--- src/rtl/word_match_pkg.sv ---
// ============================================================================
// Module   : word_match_pkg
// Brief    : Shared types, ASCII constants and helpers for the word matcher.
// Revision : 1.0 - initial release
// ============================================================================
`default_nettype none

package word_match_pkg;

  typedef enum logic [2:0] {
    WAIT_LETTER = 3'd0,
    FETCH       = 3'd1,
    COMPARE     = 3'd2,
    WORD_DONE   = 3'd3,
    GAME_OVER   = 3'd4
  } state_t;

  localparam logic [7:0] c_ASCII_LOWER_A   = 8'h61;
  localparam logic [7:0] c_ASCII_LOWER_Z   = 8'h7A;
  localparam logic [7:0] c_ASCII_CASE_DIFF = 8'h20;

  // Each word occupies a power-of-two slot so the address is a plain concat.
  function automatic int addr_stride(input int word_len);
    return 2 ** $clog2(word_len);
  endfunction

  function automatic logic [7:0] to_upper(input logic [7:0] c);
    if (c >= c_ASCII_LOWER_A && c <= c_ASCII_LOWER_Z)
      return c - c_ASCII_CASE_DIFF;
    return c;
  endfunction

  // Built-in word table; the eight entries repeat across the word index space.
  function automatic logic [7:0] rom_char(input int word_idx, input int letter);
    logic [63:0] tbl;
    case (word_idx % 8)
      0:       tbl = "HELLOABC";
      1:       tbl = "WORLDABC";
      2:       tbl = "MORSEABC";
      3:       tbl = "RADIOABC";
      4:       tbl = "SIGNLABC";
      5:       tbl = "QUICKABC";
      6:       tbl = "BRAVOABC";
      default: tbl = "DELTAABC";
    endcase
    return tbl[63 - 8 * letter -: 8];
  endfunction

endpackage

`default_nettype wire

--- src/rtl/word_rom.sv ---
// ============================================================================
// Module   : word_rom
// Brief    : Synchronous-read character ROM, one-cycle latency.
// Revision : 1.0 - initial release
// ============================================================================
`default_nettype none

module word_rom
  import word_match_pkg::*;
#(
  parameter int WORD_LEN  = 5,
  parameter int NUM_WORDS = 32,
  parameter int CHAR_W    = 8,
  localparam int IDX_W    = $clog2(WORD_LEN),
  localparam int ADDR_W   = $clog2(NUM_WORDS * addr_stride(WORD_LEN))
) (
  input  logic              clk,
  input  logic [ADDR_W-1:0] addr,
  output logic [CHAR_W-1:0] rd_data
);

  always_ff @(posedge clk) begin
    rd_data <= CHAR_W'(rom_char(int'(addr[ADDR_W-1:IDX_W]), int'(addr[IDX_W-1:0])));
  end

endmodule

`default_nettype wire

--- src/rtl/word_match_engine.sv ---
// ============================================================================
// Module   : word_match_engine
// Brief    : Letter-by-letter word matcher with lives, scoring and game over.
//            Optional CASE_FOLD_EN folds 'a'..'z' to upper case before compare.
// Revision : 1.0 - initial release
// ============================================================================
`default_nettype none

module word_match_engine
  import word_match_pkg::*;
#(
  parameter int WORD_LEN  = 5,
  parameter int NUM_WORDS = 32,
  parameter int CHAR_W    = 8,
  parameter int PTS_W     = 4,
  parameter int MAX_LIVES = 3,
  localparam int SEL_W    = $clog2(NUM_WORDS),
  localparam int IDX_W    = $clog2(WORD_LEN)
) (
  input  logic                clk,
  input  logic                rst,
  input  logic                letter_valid,
  input  logic [CHAR_W-1:0]   letter_char,
  output logic                letter_ready,
  input  logic                word_load,
  input  logic [SEL_W-1:0]    word_sel,
  input  logic                game_clear,
  output logic                match,
  output logic                miss,
  output logic [WORD_LEN-1:0] letter_leds,
  output logic [PTS_W-1:0]    points,
  output logic [PTS_W-1:0]    high_score,
  output logic [2:0]          lives,
  output logic                game_over
);

  state_t              r_state, w_next_state;
  logic [IDX_W-1:0]    r_idx;
  logic [SEL_W-1:0]    r_word_q;
  logic [CHAR_W-1:0]   r_char_q;
  logic [CHAR_W-1:0]   w_rom_data;
  logic [WORD_LEN-1:0] r_leds;
  logic                r_match, r_miss;
  logic [PTS_W-1:0]    r_points, r_high;
  logic [2:0]          r_lives;
  logic                w_hit, w_last;
  logic                w_do_load, w_quiet, w_capture, w_do_cmp, w_do_done;
  logic                w_ready, w_over;

  word_rom #(
    .WORD_LEN  (WORD_LEN),
    .NUM_WORDS (NUM_WORDS),
    .CHAR_W    (CHAR_W)
  ) u_rom (
    .clk     (clk),
    .addr    ({r_word_q, r_idx}),
    .rd_data (w_rom_data)
  );

`ifdef CASE_FOLD_EN
  assign w_hit = (to_upper(r_char_q[7:0]) == to_upper(w_rom_data[7:0]));
`else
  assign w_hit = (r_char_q == w_rom_data);
`endif
  assign w_last = (r_idx == IDX_W'(WORD_LEN - 1));

  always_ff @(posedge clk or negedge rst) begin
    if (!rst) r_state <= WAIT_LETTER;
    else      r_state <= w_next_state;
  end

  always_comb begin
    w_next_state = r_state;
    if (game_clear || w_do_load) begin
      w_next_state = WAIT_LETTER;
    end else begin
      case (r_state)
        WAIT_LETTER: if (letter_valid) w_next_state = FETCH;
        FETCH:       w_next_state = COMPARE;
        COMPARE: begin
          if (w_hit)                 w_next_state = w_last ? WORD_DONE : WAIT_LETTER;
          else if (r_lives <= 3'd1)  w_next_state = GAME_OVER;
          else                       w_next_state = WAIT_LETTER;
        end
        WORD_DONE:   w_next_state = WAIT_LETTER;
        GAME_OVER:   w_next_state = GAME_OVER;
        default:     w_next_state = WAIT_LETTER;
      endcase
    end
  end

  // game_clear beats word_load beats letter handling; GAME_OVER ignores loads.
  always_comb begin
    w_do_load = !game_clear && word_load && (r_state != GAME_OVER);
    w_quiet   = !game_clear && !w_do_load;
    w_capture = w_quiet && (r_state == WAIT_LETTER) && letter_valid;
    w_do_cmp  = w_quiet && (r_state == COMPARE);
    w_do_done = w_quiet && (r_state == WORD_DONE);
    w_ready   = (r_state == WAIT_LETTER);
    w_over    = (r_state == GAME_OVER);
  end

  always_ff @(posedge clk or negedge rst) begin
    if (!rst) begin
      r_idx    <= '0;
      r_word_q <= '0;
      r_char_q <= '0;
      r_leds   <= '0;
      r_match  <= 1'b0;
      r_miss   <= 1'b0;
      r_points <= '0;
      r_high   <= '0;
      r_lives  <= 3'(MAX_LIVES);
    end else begin
      r_match <= 1'b0;
      r_miss  <= 1'b0;
      if (r_points > r_high) r_high <= r_points;
      if (w_capture) r_char_q <= letter_char;
      if (game_clear) begin
        r_points <= '0;
        r_lives  <= 3'(MAX_LIVES);
        r_idx    <= '0;
        r_leds   <= '0;
      end else if (w_do_load) begin
        r_word_q <= word_sel;
        r_idx    <= '0;
        r_leds   <= '0;
      end else if (w_do_cmp) begin
        if (w_hit) begin
          r_leds <= r_leds | (WORD_LEN'(1) << r_idx);
          r_idx  <= r_idx + IDX_W'(1);
        end else begin
          r_miss  <= 1'b1;
          r_idx   <= '0;
          r_leds  <= '0;
          r_lives <= r_lives - 3'd1;
        end
      end else if (w_do_done) begin
        r_match <= 1'b1;
        r_idx   <= '0;
        r_leds  <= '0;
        if (r_points != {PTS_W{1'b1}}) r_points <= r_points + PTS_W'(1);
      end
    end
  end

  assign letter_ready = w_ready;
  assign game_over    = w_over;
  assign match        = r_match;
  assign miss         = r_miss;
  assign letter_leds  = r_leds;
  assign points       = r_points;
  assign high_score   = r_high;
  assign lives        = r_lives;

endmodule

`default_nettype wire

--- config.mk ---
export PLATFORM = sky130hd
export DESIGN_NAME = word_match_engine
export DESIGN_NICKNAME = d
export VERILOG_FILES = /design/src/rtl/word_match_pkg.sv /design/src/rtl/word_rom.sv /design/src/rtl/word_match_engine.sv
export SDC_FILE = /design/constraint.sdc
export NUM_CORES = 1
export LEC_CHECK = 0
export CAP_MARGIN = 25
export CORE_UTILIZATION = 40
export DETAILED_ROUTE_END_ITERATION = 10
export HOLD_SLACK_MARGIN = 0.02
export PLACE_DENSITY = 0.69
export SYNTH_ARGS = -nofsm -noshare
export SYNTH_HDL_FRONTEND = slang
export SYNTH_SLANG_ARGS = --single-unit
--- constraint.sdc ---
create_clock -name clk -period 2.25 [get_ports clk]
set_input_delay 0.3375 -clock clk [delete_from_list [all_inputs] [get_ports clk]]
set_output_delay 0.3375 -clock clk [all_outputs]
set_load 0.02 [all_outputs]
# ---- Word-level counts from Yosys, hierarchy flattened
# Cells that the tools add are included.
dict set report word_totals {
  word_cells 92
  register_bits 43
  in_bits 18
  out_inout_bits 20
}
dict set report op_classes {
  addsub 4
  shifts 2
  n_eq_ne 18
  order_cmp 2
  mux 34
  n_reduce_logical 19
  bitwise_logic 2
}
# cell count
set ops {}
lappend ops {{$pmux 61 s7} 1}
lappend ops {{$shiftx 71x32->8} 1}
lappend ops {{$mux 3} 13}
lappend ops {{$logic_not 32->1} 1}
lappend ops {{$mux 5} 5}
lappend ops {{$mux 4} 5}
lappend ops {{$eq 3x3->1 const B} 5}
lappend ops {{$eq 3x2->1 const B} 4}
lappend ops {{$pmux 3 s4} 1}
lappend ops {{$eq 8x8->1} 1}
lappend ops {{$mux 1} 8}
lappend ops {{$logic_and 1x1->1} 7}
lappend ops {{$sub 6x6->7 const A} 1}
lappend ops {{$eq 3x1->1 const B} 2}
lappend ops {{$ne 2x2->1 const B} 3}
lappend ops {{$reduce_bool 2->1} 3}
lappend ops {{$or 5x5->5} 1}
lappend ops {{$shl 1x3->5 const A} 1}
lappend ops {{$add 4x1->4 const B} 1}
lappend ops {{$gt 4x4->1} 1}
lappend ops {{$ne 4x4->1 const B} 1}
lappend ops {{$reduce_and 4->1} 1}
lappend ops {{$reduce_bool 4->1} 1}
lappend ops {{$add 3x1->3 const B} 1}
lappend ops {{other kinds (11)} 12}

# ---- Longest topological paths before layout
dict set report logic_depth {
  depth_word 10
  depth_mapped 8
  depth_no_buf 7
}

# ---- Cells and area by module
# A second synthesis with hierarchy kept.
dict set report hier_totals {
  cells_unflattened 239
  area_unflattened_um2 2472.4
}
# mod n_inst cells_each area_per_inst_um2 seq_area_each_um2
set by_module_without_submodules {}
lappend by_module_without_submodules {word_match_engine 1 160 1901.8 928.4}
lappend by_module_without_submodules {word_rom 1 79 570.5 100.1}

# ---- Worst setup path before layout
# OpenSTA, ideal clock, no wires.
dict set report synth_timing {
  path_kind {register to register}
  start {register r_word_q[1]}
  end {register u_rom.rd_data[2]}
  synth_period_minus_slack_ps 1828
  n_path_buf 1
  t_required_ps 2158
  arrival_ps 1735
  setup_time_ps 92
  path_stages_with_launch 8
  slack_ps 422
  path_cell_list {dfrtp_1 -> inv_1 -> ha_1 -> clkbuf_1 -> or3_1 -> a21oi_1 -> o2bb2ai_1 -> o32ai_1}
}
dict set report synth_between {
  elab_chain_cells 3
  elab_cells_between_ends 9
  classes_between {eq/ne: 6; shift: 1; mux: 1; reduce/logical: 1}
}
# element line
set synth_rtl {}
lappend synth_rtl {{start: declaration} word_match_engine.sv:39} ;# logic [SEL_W-1:0] r_word_q;
lappend synth_rtl {{start signal: assignment} word_match_engine.sv:125} ;# r_word_q <= word_sel;
lappend synth_rtl {{$logic_not 32->1, or another cell as far along} word_match_pkg.sv:36} ;# case (word_idx % 8)
lappend synth_rtl {{$pmux 61 s7 (*)} word_match_pkg.sv:36}
lappend synth_rtl {{$shiftx 71x32->8 (*)} word_match_pkg.sv:46} ;# return tbl[63 - 8 * letter -: 8];
lappend synth_rtl {{end signal: assignment} word_rom.sv:23} ;# rd_data <= CHAR_W'(rom_char(int'(addr[ADDR_W-1:IDX_W]), int'(addr[IDX_W-1:0])));
lappend synth_rtl {{end: declaration} word_rom.sv:19} ;# output logic [CHAR_W-1:0] rd_data
# Mark *: on every way between the ends. The rest lies on a longest branch, timed or not.
# A chain may end at the register's enable or synchronous reset.

# ---- Worst setup path in the final report
dict set report layout_timing {
  start {register r_word_q[1]}
  end {register u_rom.rd_data[4]}
}
# Same word-level chain as after synthesis.

==> flow_metrics.env <==
export IMPL_pin_count=38
export IMPL_yosysWarnings=0
export IMPL_start_util_pct=42.0
export IMPL_via_per_inst=5.26
export IMPL_wl_um=4960
export IMPL_root_buffer="clkbuf_8"
export IMPL_dr_total_vias=1858
export IMPL_hold_violations=0
export IMPL_synth_distinct_cells=57
export IMPL_setup_viol=0
export IMPL_vdd_ir_drop_max_uv=324
export IMPL_fp_dieArea_um2=6160
export IMPL_cts_tree="done"
export IMPL_n_antenna_cell=0
export IMPL_rows=27
export IMPL_antenna_found_initial=0
export IMPL_drc=0
export IMPL_leakagePower_uw=0.00122
export IMPL_rr_worst_depth=6
export IMPL_crit_reg2reg_capture="u_rom.rd_data[4]$_SDFF_PP0_"
export IMPL_syn_area_um2=2340
export IMPL_seq_area_frac_synth_pct=41.8
export IMPL_fin_util_pct=52.0
export IMPL_clkLatencyLatePin_ns=0.30
export IMPL_ff_latch_area_um2=980
export IMPL_slew_headroom_pct=67.4
export IMPL_synth_flop_cell="dfrtp_1"
export IMPL_worst_pin_slew_ns=0.488
export IMPL_grt_max_degree=36
export IMPL_finalSetupTns_ns=0
export IMPL_core_um2=5570
export IMPL_place_gp_congestion=0.890
export IMPL_worstReg2RegStart="r_word_q[1]$_DFFE_PN0P_"
export IMPL_cts_buffer_depth=2
export IMPL_min_path_type="in2async"
export IMPL_multi_input_area_um2=1240
export IMPL_p_per_area_nw_per_um2=643
export IMPL_slew_violations=0
export IMPL_netlist_instances=241
export IMPL_fin_worst_skew_ns=0.00824
export IMPL_grt_pass1_vias=1732
export IMPL_area_delta_synth_final_pct=23.9
export IMPL_wire_per_inst_um=14.1
export IMPL_synth_edf_count=0
export IMPL_drt_first_iter_violations=156
export IMPL_power_uw=1870
export IMPL_dp_cells=345
export IMPL_synth_net_count=276
export IMPL_h_tree_depth=2
export IMPL_cts_buffers=5
export IMPL_finalNonFillerCells=353
export IMPL_rsz0062_at_grt="no"
export IMPL_async_reset_ff_share_pct=87.5
export IMPL_first_pass_iters=4
export IMPL_path_max_fanout=8
export IMPL_grt_ovfl_total=0
export IMPL_nets=315
export IMPL_die_y_um=78.5
export IMPL_start_kind="register"
export IMPL_grt_usage_pct=17.1
export IMPL_arrival_ns=2.27
export IMPL_worstPathRequired_ns=2.43
export IMPL_grt_pass1_wl_um=8340
export IMPL_timing_final_crit_period_ns=2.08
export IMPL_r2r_slack_ns=0.17
export IMPL_crit_type="reg2reg"
export IMPL_postSynthAreaPerCell_um2=9.71
export IMPL_timing_final_crit_share_pct=92.6
export IMPL_cts_num_sinks=40
export IMPL_drive_gt1_share_pct=13.9
export IMPL_cp_end_kind="register"
export IMPL_hpwl_um=3500
export IMPL_io_buffers=35
export IMPL_drtAntennaViolNets=0
export IMPL_path_clk_slew_ns=0.08
export IMPL_cap_violations=0
export IMPL_chipWidth_um=78.5
export IMPL_fmax_mhz=480
export IMPL_fillers=516
export IMPL_status="finished, final reports clean"
export IMPL_ys_ff_latch=40
## cells in the mapped netlist (2+ instances only)
cell	n	area (um2)
dfrtp_1	33	826
nand2_1	23	86.3
nor2_1	18	67.6
ha_1	17	213
a21oi_1	14	70.1
o21ai_0	14	70.1
inv_1	12	45.0
mux2_2	12	135
nor3_1	9	45.0
clkbuf_1	6	22.5
dfxtp_1	5	100
xnor2_1	5	43.8
a211oi_1	4	30.0
nand4_1	4	25.0
o22ai_1	4	25.0
nand3_1	3	15.0
nor2b_1	3	18.8
o2111ai_1	3	26.3
a31oi_1	2	12.5
buf_2	2	10.0
buf_6	2	22.5
clkinv_1	2	7.51
dfstp_2	2	52.6
nand2b_1	2	12.5
nand3b_1	2	15.0
nor3b_1	2	15.0
o21a_1	2	15.0
o31ai_1	2	15.0
o41ai_1	2	17.5
or3_1	2	12.5
xor2_1	2	17.5
## kinds of logic (layout without fill, tap and decap cells)
logic type / after synthesis / after routing / synth area share, %
AOI/OAI and AO/OA: 61 / 61 / 18.2
muxes: 13 / 13 / 6.20
buffers and inverters: 25 / 65 / 5.19
xor gates and xnor gates: 7 / 7 / 2.62
adders and majority gates: 17 / 17 / 9.09
DFF: 40 / 40 / 41.8
and+or+nand+nor: 78 / 78 / 16.9
## report_power, final
group	internal [uW]	switching, uW	leakage (uW)	total [uW]
sequential	786	46.7	0.000500	833
clock	392	261	0.0000645	653
combinational	188	191	0.000654	380
total	1370	499	0.00122	1870
## routing by layer
metal,up-vias,part of all wire (%),GRT usage (%)
li1,941,-,-
met1,869,50,24.1
met2,41,45,26.5
met3,7,3.5,3.02
met4,0,1.3,5.00
met5,-,0,0
## layout by cell type (no fill, tap or decap), types with 7 or more instances in the layout
master / synthesis / layout
nand2_1: 23 / 23
ha_1: 17 / 17
nor3_1: 9 / 9
mux2_2: 12 / 12
dfrtp_1: 33 / 32
clkbuf_8: 1 / 7
a21oi_1: 14 / 14
o21ai_0: 14 / 14
inv_1: 12 / 12
nor2_1: 18 / 18
buf_4: 0 / 8
clkdlybuf4s50_1: 0 / 35
## registers in the layout, summed over array words and instances, names as in the netlist
name           count
miss               1
match              1
r_char_q           8
points             4
u_rom.rd_data      5
letter_leds        5
r_idx              3
high_score         4
r_word_q           3
lives              3
r_state            3
## critical path, stage by stage (launching register included)
cell      delay [ns]
dfrtp_1         0.48
inv_1           0.13
ha_1            0.26
or3_1           0.44
a21oi_1         0.24
o31ai_1         0.10
a211oi_1        0.32
## worst max path at each step
stage                                              to                    start  slack [ns]
after floorplan              u_rom.rd_data[2]$_DFF_P_  r_word_q[1]$_DFFE_PN0P_        0.42
after global placement         r_state[2]$_DFFE_PN0P_                word_load        0.16
after detailed placement        points[3]$_DFFE_PN0P_                word_load        0.15
after CTS                 u_rom.rd_data[4]$_SDFF_PP0_  r_word_q[0]$_DFFE_PN0P_        0.15
after global routing      u_rom.rd_data[4]$_SDFF_PP0_  r_word_q[1]$_DFFE_PN0P_        0.01
final                     u_rom.rd_data[4]$_SDFF_PP0_  r_word_q[1]$_DFFE_PN0P_        0.17
## timing repair
action | 4_1_cts | 5_1_grt
endpoints found under the setup margin | 0 | 2
setup buffers | 0 | 0
resized for setup | 0 | 1
hold buffers | 0 | 0
## layout make-up
| type | count | area share (%) |
|---|---|---|
| clock buffers | 7 | 3.32 |
| clock inverters | 1 | 1.04 |
| inverters | 14 | 1.81 |
| multi-input cells | 176 | 42.8 |
| flip-flops and latches | 40 | 33.8 |
| well taps | 72 | 3.11 |
| repair buffers | 43 | 14.2 |
## per-stage QoR
step,worst slack [ns],hold WS [ns],area (um2)
after floorplan,0.422,0.0419,2340
after global placement,0.164,0.480,2770
after detailed placement,0.150,0.484,2770
after CTS,0.147,0.461,2900
after global routing,0.0105,0.501,2900
final,0.166,0.443,2900
No activity file was read; power rests on OpenSTA's default activity.
